==> config.mk <==
export PLATFORM = sky130hd
export DESIGN_NAME = div_seq
export DESIGN_NICKNAME = d
export VERILOG_FILES = /design/src/rtl/div_seq_pkg.sv /design/src/rtl/div_seq_step.sv /design/src/rtl/div_seq.sv
export SDC_FILE = /design/constraint.sdc
export NUM_CORES = 1
export LEC_CHECK = 0
export ABC_AREA = 1
export CAP_MARGIN = 25
export CORE_ASPECT_RATIO = 1.2
export CORE_MARGIN = 2
export CORE_UTILIZATION = 36
export DETAILED_ROUTE_END_ITERATION = 7
export HOLD_SLACK_MARGIN = 0.08
export SYNTH_ARGS = -nofsm -noshare
export SYNTH_HDL_FRONTEND = slang
export SYNTH_HIERARCHICAL = 1
export SYNTH_SLANG_ARGS = --single-unit
==> constraint.sdc <==
create_clock -name clk -period 2.81 [get_ports clk]
set_input_delay 0.281 -clock clk [delete_from_list [all_inputs] [get_ports clk]]
set_output_delay 0.281 -clock clk [all_outputs]
set_load 0.005 [all_outputs]
==> src/rtl/div_seq_pkg.sv <==
// -----------------------------------------------------------------------------
// div_seq_pkg
//   Shared definitions for the sequential integer divider:
//     - 2-bit divide opcode encodings as seen on op_i
//     - FSM state encoding
//     - reset polarity
//     - small opcode decode helpers
// -----------------------------------------------------------------------------
package div_seq_pkg;

  // Reset is synchronous; this is the level that resets.
  localparam logic RstEnable = 1'b1;

  // op_i: bit1 = signed, bit0 = remainder select
  localparam logic [1:0] EXE_DIVU_OP = 2'b00;
  localparam logic [1:0] EXE_MODU_OP = 2'b01;
  localparam logic [1:0] EXE_DIV_OP  = 2'b10;
  localparam logic [1:0] EXE_MOD_OP  = 2'b11;

  // State encodings
  localparam logic [1:0] ST_IDLE_ENC = 2'd0;
  localparam logic [1:0] ST_CALC_ENC = 2'd1;
  localparam logic [1:0] ST_FIX_ENC  = 2'd2;
  localparam logic [1:0] ST_DONE_ENC = 2'd3;

  typedef enum logic [1:0] {
    ST_IDLE = ST_IDLE_ENC,
    ST_CALC = ST_CALC_ENC,
    ST_FIX  = ST_FIX_ENC,
    ST_DONE = ST_DONE_ENC
  } div_state_e;

  // Iteration counter width; holds 0..WIDTH-1 for WIDTH up to 63.
  localparam int CNT_W = 6;

  function automatic logic op_is_signed(input logic [1:0] op);
    return op[1];
  endfunction

  function automatic logic op_is_rem(input logic [1:0] op);
    return op[0];
  endfunction

endpackage

==> src/rtl/div_seq_step.sv <==
// -----------------------------------------------------------------------------
// div_step
//   One combinational restoring-division iteration.
//   {rem, quo} is shifted left by one, the divisor is trial-subtracted from the
//   widened partial remainder and the difference is kept when it does not go
//   negative; the shifted-in quotient bit records whether it was kept.
//   Chaining two instances gives a radix-4 step.
//
//   Ports:
//     rem      in   WIDTH  partial remainder (always < divisor when divisor != 0)
//     quo      in   WIDTH  dividend bits still to shift / quotient bits so far
//     divisor  in   WIDTH  magnitude of the divisor
//     rem_next out  WIDTH  partial remainder after this step
//     quo_next out  WIDTH  quotient/dividend register after this step
// -----------------------------------------------------------------------------
module div_step #(
  parameter int WIDTH = 32
) (
  input  logic [WIDTH-1:0] rem,
  input  logic [WIDTH-1:0] quo,
  input  logic [WIDTH-1:0] divisor,
  output logic [WIDTH-1:0] rem_next,
  output logic [WIDTH-1:0] quo_next
);

  logic [WIDTH:0]   rem_shift;
  logic             fits;
  logic [WIDTH-1:0] diff;

  always_comb begin
    // One extra bit so the shifted remainder never overflows.
    rem_shift = {rem, quo[WIDTH-1]};
    fits      = (rem_shift >= {1'b0, divisor});
    // When the subtraction is kept its result is below the divisor, so the
    // low WIDTH bits are the whole answer.
    diff      = rem_shift[WIDTH-1:0] - divisor;
    rem_next  = fits ? diff : rem_shift[WIDTH-1:0];
    quo_next  = {quo[WIDTH-2:0], fits};
  end

endmodule

==> src/rtl/div_seq.sv <==
// -----------------------------------------------------------------------------
// div_seq
//   Multi-cycle 32-bit integer DIV/MOD sequencer (signed and unsigned) for the
//   execute stage. One restoring step per cycle; the pipeline is stalled while
//   the divider runs and the result is returned with a one-cycle valid pulse.
//
//   Latency: request accepted at cycle T, valid_o at T+WIDTH+2.
//
//   Build option:
//     DIV_ZERO_FAST_EN  defined: zero divisor skips the iterations (IDLE->FIX),
//                       valid_o at T+2. Results are identical either way.
//
//   Ports:
//     clk         in   1      rising-edge clock
//     rst         in   1      synchronous active-high reset
//     flush       in   1      abort any operation, no result is produced
//     start_i     in   1      divide request present in EX
//     op_i        in   2      bit1 signed, bit0 remainder select
//     dividend_i  in   WIDTH  rj operand
//     divisor_i   in   WIDTH  rk operand
//     ready_o     out  1      idle, a request will be accepted
//     stall_o     out  1      hold IF..EX this cycle
//     valid_o     out  1      result_o valid (one-cycle pulse)
//     result_o    out  WIDTH  quotient or remainder
// -----------------------------------------------------------------------------
module div_seq
  import div_seq_pkg::*;
#(
  parameter int WIDTH = 32
) (
  input  logic             clk,
  input  logic             rst,
  input  logic             flush,
  input  logic             start_i,
  input  logic [1:0]       op_i,
  input  logic [WIDTH-1:0] dividend_i,
  input  logic [WIDTH-1:0] divisor_i,
  output logic             ready_o,
  output logic             stall_o,
  output logic             valid_o,
  output logic [WIDTH-1:0] result_o
);

  localparam logic [CNT_W-1:0] LAST_CNT = CNT_W'(WIDTH - 1);

  div_state_e       state_reg, state_next;
  logic [CNT_W-1:0] count_reg;
  logic [WIDTH-1:0] rem_reg;
  logic [WIDTH-1:0] quo_reg;
  logic [WIDTH-1:0] divisor_reg;
  logic [WIDTH-1:0] dividend_reg;
  logic [WIDTH-1:0] result_reg;
  logic             rem_sel_reg;
  logic             neg_quo_reg;
  logic             neg_rem_reg;
  logic             div_zero_reg;

  logic             accept;
  logic             a_neg;
  logic             b_neg;
  logic [WIDTH-1:0] a_abs;
  logic [WIDTH-1:0] b_abs;
  logic             divisor_zero;
  logic [WIDTH-1:0] step_rem;
  logic [WIDTH-1:0] step_quo;
  logic [WIDTH-1:0] quo_fix;
  logic [WIDTH-1:0] rem_fix;
  logic [WIDTH-1:0] fix_value;

  // ---------------------------------------------------------------------------
  // Operand preparation at accept. Unsigned ops pass the raw operands; the
  // magnitude of the most negative value is itself as an unsigned number,
  // which makes MIN / -1 come out as MIN with remainder 0.
  // ---------------------------------------------------------------------------
  always_comb begin
    a_neg        = op_is_signed(op_i) & dividend_i[WIDTH-1];
    b_neg        = op_is_signed(op_i) & divisor_i[WIDTH-1];
    a_abs        = a_neg ? -dividend_i : dividend_i;
    b_abs        = b_neg ? -divisor_i : divisor_i;
    divisor_zero = (divisor_i == '0);
  end

  div_step #(
    .WIDTH(WIDTH)
  ) u_step (
    .rem      (rem_reg),
    .quo      (quo_reg),
    .divisor  (divisor_reg),
    .rem_next (step_rem),
    .quo_next (step_quo)
  );

  // ---------------------------------------------------------------------------
  // FSM: state register
  // ---------------------------------------------------------------------------
  always_ff @(posedge clk) begin
    if (rst == RstEnable) begin
      state_reg <= ST_IDLE;
    end else begin
      state_reg <= state_next;
    end
  end

  // ---------------------------------------------------------------------------
  // FSM: next state and handshake outputs
  // ---------------------------------------------------------------------------
  always_comb begin
    state_next = state_reg;
    ready_o    = 1'b0;
    stall_o    = 1'b0;
    valid_o    = 1'b0;
    accept     = 1'b0;

    case (state_reg)
      ST_IDLE: begin
        ready_o = 1'b1;
        if (start_i && !flush) begin
          accept  = 1'b1;
          stall_o = 1'b1;
`ifdef DIV_ZERO_FAST_EN
          state_next = divisor_zero ? ST_FIX : ST_CALC;
`else
          state_next = ST_CALC;
`endif
        end
      end
      ST_CALC: begin
        stall_o = 1'b1;
        if (count_reg == LAST_CNT) begin
          state_next = ST_FIX;
        end
      end
      ST_FIX: begin
        stall_o    = 1'b1;
        state_next = ST_DONE;
      end
      ST_DONE: begin
        // stall_o low here lets EX retire with the result this cycle.
        valid_o    = 1'b1;
        state_next = ST_IDLE;
      end
      default: begin
        state_next = ST_IDLE;
      end
    endcase

    if (flush) begin
      state_next = ST_IDLE;
    end
  end

  // ---------------------------------------------------------------------------
  // Sign correction and result select (evaluated in FIX).
  // Quotient negates when operand signs differ; remainder follows the dividend.
  // A zero divisor forces all-ones for DIV and the raw dividend for MOD.
  // ---------------------------------------------------------------------------
  always_comb begin
    quo_fix = neg_quo_reg ? -quo_reg : quo_reg;
    rem_fix = neg_rem_reg ? -rem_reg : rem_reg;
    if (div_zero_reg) begin
      fix_value = rem_sel_reg ? dividend_reg : {WIDTH{1'b1}};
    end else begin
      fix_value = rem_sel_reg ? rem_fix : quo_fix;
    end
  end

  // ---------------------------------------------------------------------------
  // Datapath registers
  // ---------------------------------------------------------------------------
  always_ff @(posedge clk) begin
    if (rst == RstEnable) begin
      count_reg    <= '0;
      rem_reg      <= '0;
      quo_reg      <= '0;
      divisor_reg  <= '0;
      dividend_reg <= '0;
      result_reg   <= '0;
      rem_sel_reg  <= 1'b0;
      neg_quo_reg  <= 1'b0;
      neg_rem_reg  <= 1'b0;
      div_zero_reg <= 1'b0;
    end else begin
      if (accept) begin
        count_reg    <= '0;
        rem_reg      <= '0;
        quo_reg      <= a_abs;
        divisor_reg  <= b_abs;
        dividend_reg <= dividend_i;
        rem_sel_reg  <= op_is_rem(op_i);
        neg_quo_reg  <= a_neg ^ b_neg;
        neg_rem_reg  <= a_neg;
        div_zero_reg <= divisor_zero;
      end else if (state_reg == ST_CALC) begin
        rem_reg   <= step_rem;
        quo_reg   <= step_quo;
        count_reg <= count_reg + 1'b1;
      end

      // A flush in FIX leaves the previous result visible.
      if (state_reg == ST_FIX && !flush) begin
        result_reg <= fix_value;
      end
    end
  end

  assign result_o = result_reg;

endmodule

==> metrics <==
clock slew seen by the registers of the worst setup and hold paths=70 ps; quantity of gates resized following cts=0; largest net degree at the start of global routing=63; number of max-slew violations in the final report=0; via count normalized by instance count=5.25; Yosys warning total=6; leading post-synthesis cells by cell area=dfxtp_1, nand2_1, nand3_1; remaining design rule violation count=0; outcome=completed; WL final=50.5 mm; Seq/Total Area, Yosys=0.246; overall overflow remaining after global route=0; ratio of final minimum period to clock period=0.914; first-pass GRT wire length=79.5 mm; Clock Latency Late Sink=470 ps; Post-Place Worst Slack=107 ps; multiplexer fraction of the synthesized cell area=0; initial standard-cell utilization of the core=0.363; Post-CTS Hold Fix Bufs=0; vias in the first global route=14500; Worst Setup Slack, final=242 ps; Worst IR Drop VDD=478 uV; site row count=79; WP data required=2530 ps; simple-gate portion of the synthesized area=0.411; transition time at the pin with the least slew margin=719 ps; post-synthesis net count=2500; flop-to-flop setup slack=250 ps; leading area contributor after synthesis=dfxtp_1; startpoint kind of the worst setup timing path=flop; antenna violation net count after detailed routing=0; via count of the routed design=15400; WL per Instance=17.2 um; count of buffers inserted at the top-level ports=104; path type of the worst setup path=flop to primary output; final setup violating endpoints=0; max_slew headroom=0.515; Adder-Cell Fraction of Synth Area=0.0381; overall power=7.89 mW; Seq cells post-synth=172; TritonCTS Buffers=17; number of ports placed on the die boundary=105; Highest Clock Rate=0.389 GHz; area fraction in compound gates after synthesis=0.152; fraction of layout cells with a size suffix above 1=0.0613; async set or reset register ratio after synthesis=0; master cell of the clock root buffer=clkbuf_16; number of synthesized flops with an enable pin=0; dominant combinational cell family by area after synthesis=simple AND/OR/NAND/NOR gates; critical path arrival=2290 ps; path type of the worst min-delay path=input port to flop; area share of the largest cell type after synthesis=0.246; Detailed Place HPWL=40.1 mm; non-filler instance count after layout=2931; antenna violations before repair=0; RSZ-0062 raised after global routing=no; maxcap violations=0; Static Leak=7.47 nW; routability cong.=1.00; Top FF cell, synth=dfxtp_1; nets@finish=2544; CTS tree=yes; total routing resource utilization after global routing=0.254; Longest Clk Path Bufs=2; XOR/XNOR share of the synthesized area=0.0132; total negative slack for setup checks=0 ps; most numerous cell in the Yosys netlist=nand2_1; Max H-tree Level=4; drt pass-1 iters=7; antenna cell count=0; Critical Path End Type=primary output; first-iteration detailed-routing DRC count=1356; P per Cell Area=497 nW/um2; die area=40400 um2; TritonCTS Sinks=172; overall die height=220 um; DP Cell Count=2899; critical-path maximum fanout=17; count of endpoints failing hold in the final timing report=0; layout overhead on the synthesized area=13.7%; netlist area before placement=14000 um2; total setup buffers inserted after CTS=0; Placeable Area=38500 um2; cell count after synthesis=2388; min Tclk post-route=2570 ps; Post-Syn Area per Cell=5.86 um2; clock tree skew after final layout=12.8 ps; cell types with the highest counts after synthesis=nand2_1, inv_1, nand3_1; library cells used by synthesis=54; width of the die=184 um
[worst paths after layout]
check,end,cells after the start,start
worst max register to register,rem_reg[31]$_SDFFE_PP0P_,15,divisor_reg[13]$_SDFFE_PP0P_
worst min register to register,divisor_reg[28]$_SDFFE_PP0P_,2,divisor_reg[28]$_SDFFE_PP0P_
worst max-delay path,stall_o,7,state_reg[0]$_SDFFE_PP0P_
worst min-delay path,divisor_reg[13]$_SDFFE_PP0P_,5,rst
[routing by layer]
layer	global-route usage	share of wire	wire, um
met3	0.0288	0.043	2170
met1	0.307	0.43	21500
met5	0	0	0
met4	0.114	0.044	2220
met2	0.451	0.49	24600
[through the flow]
step / instance area [um2] / utilization / hold WS (ps)
after global routing: 15900 / 0.412 / 418
after detailed placement: 15400 / 0.398 / 440
after CTS: 15900 / 0.412 / 376
final: 15900 / 0.412 / 397
after floorplan: 14000 / - / 394
after global placement: 15400 / 0.398 / 436
[area by class of cell]
| cell class | count | area, um2 |
|---|---|---|
| Multi-Input combinational cell | 1752 | 8590 |
| Clock buffer | 18 | 429 |
| Timing Repair Buffer | 148 | 1430 |
| Fill cell | 4251 | 22700 |
| Clock inverter | 14 | 113 |
| Sequential cell | 172 | 3440 |
| Inverter | 341 | 1280 |
| Tap cell | 486 | 608 |
[worst max-delay path, stage by stage (launching register included)]
cell and delay [ps]:
dfxtp_1 360, inv_1 90, ha_1 250, inv_1 100, nor2_4 50, inv_2 380, a21oi_1 120, clkdlybuf4s50_1 470
[layout by cell type, fill, tap and decap left out, types with 4 or more instances in the layout]
cell               n
clkdlybuf4s50_1  103
nand2_1          653
or2_0              5
inv_2             10
a31oi_1           11
o21bai_1           6
buf_4             39
a21oi_1          171
a211oi_1          10
nor2_2            13
o21ai_1            9
o221ai_1           8
nand3_1          254
nor2_4             6
o21ai_0          134
nor2_1           240
and2_1             8
nor4_1             4
nor3_1            22
nand3_2           14
nand3b_1          19
inv_1            325
buf_12             5
clkbuf_16         17
xor2_1            18
clkinv_1           6
nand4_1           31
o211ai_1          18
a32o_1             5
o22ai_1            6
dfxtp_1          172
nor3_2             6
ha_1              40
nand2_2           14
[cells by family (layout without fill, tap and decap cells)]
kind of cell	Yosys count	after routing
flip-flops	172	172
AND/OR/NAND/NOR	1302	1302
XOR/XNOR	21	21
adder cells (fa/ha/maj)	42	42
buffers and inverters	464	521
AO/OA/AOI/OAI	387	387
[where the power goes]
group          total (mW)  switching [mW]  internal, mW
logic                2.94            1.96         0.983
clock network        2.25            1.11          1.15
registers            2.70           0.129          2.57
(Power assumes the default switching activity.)
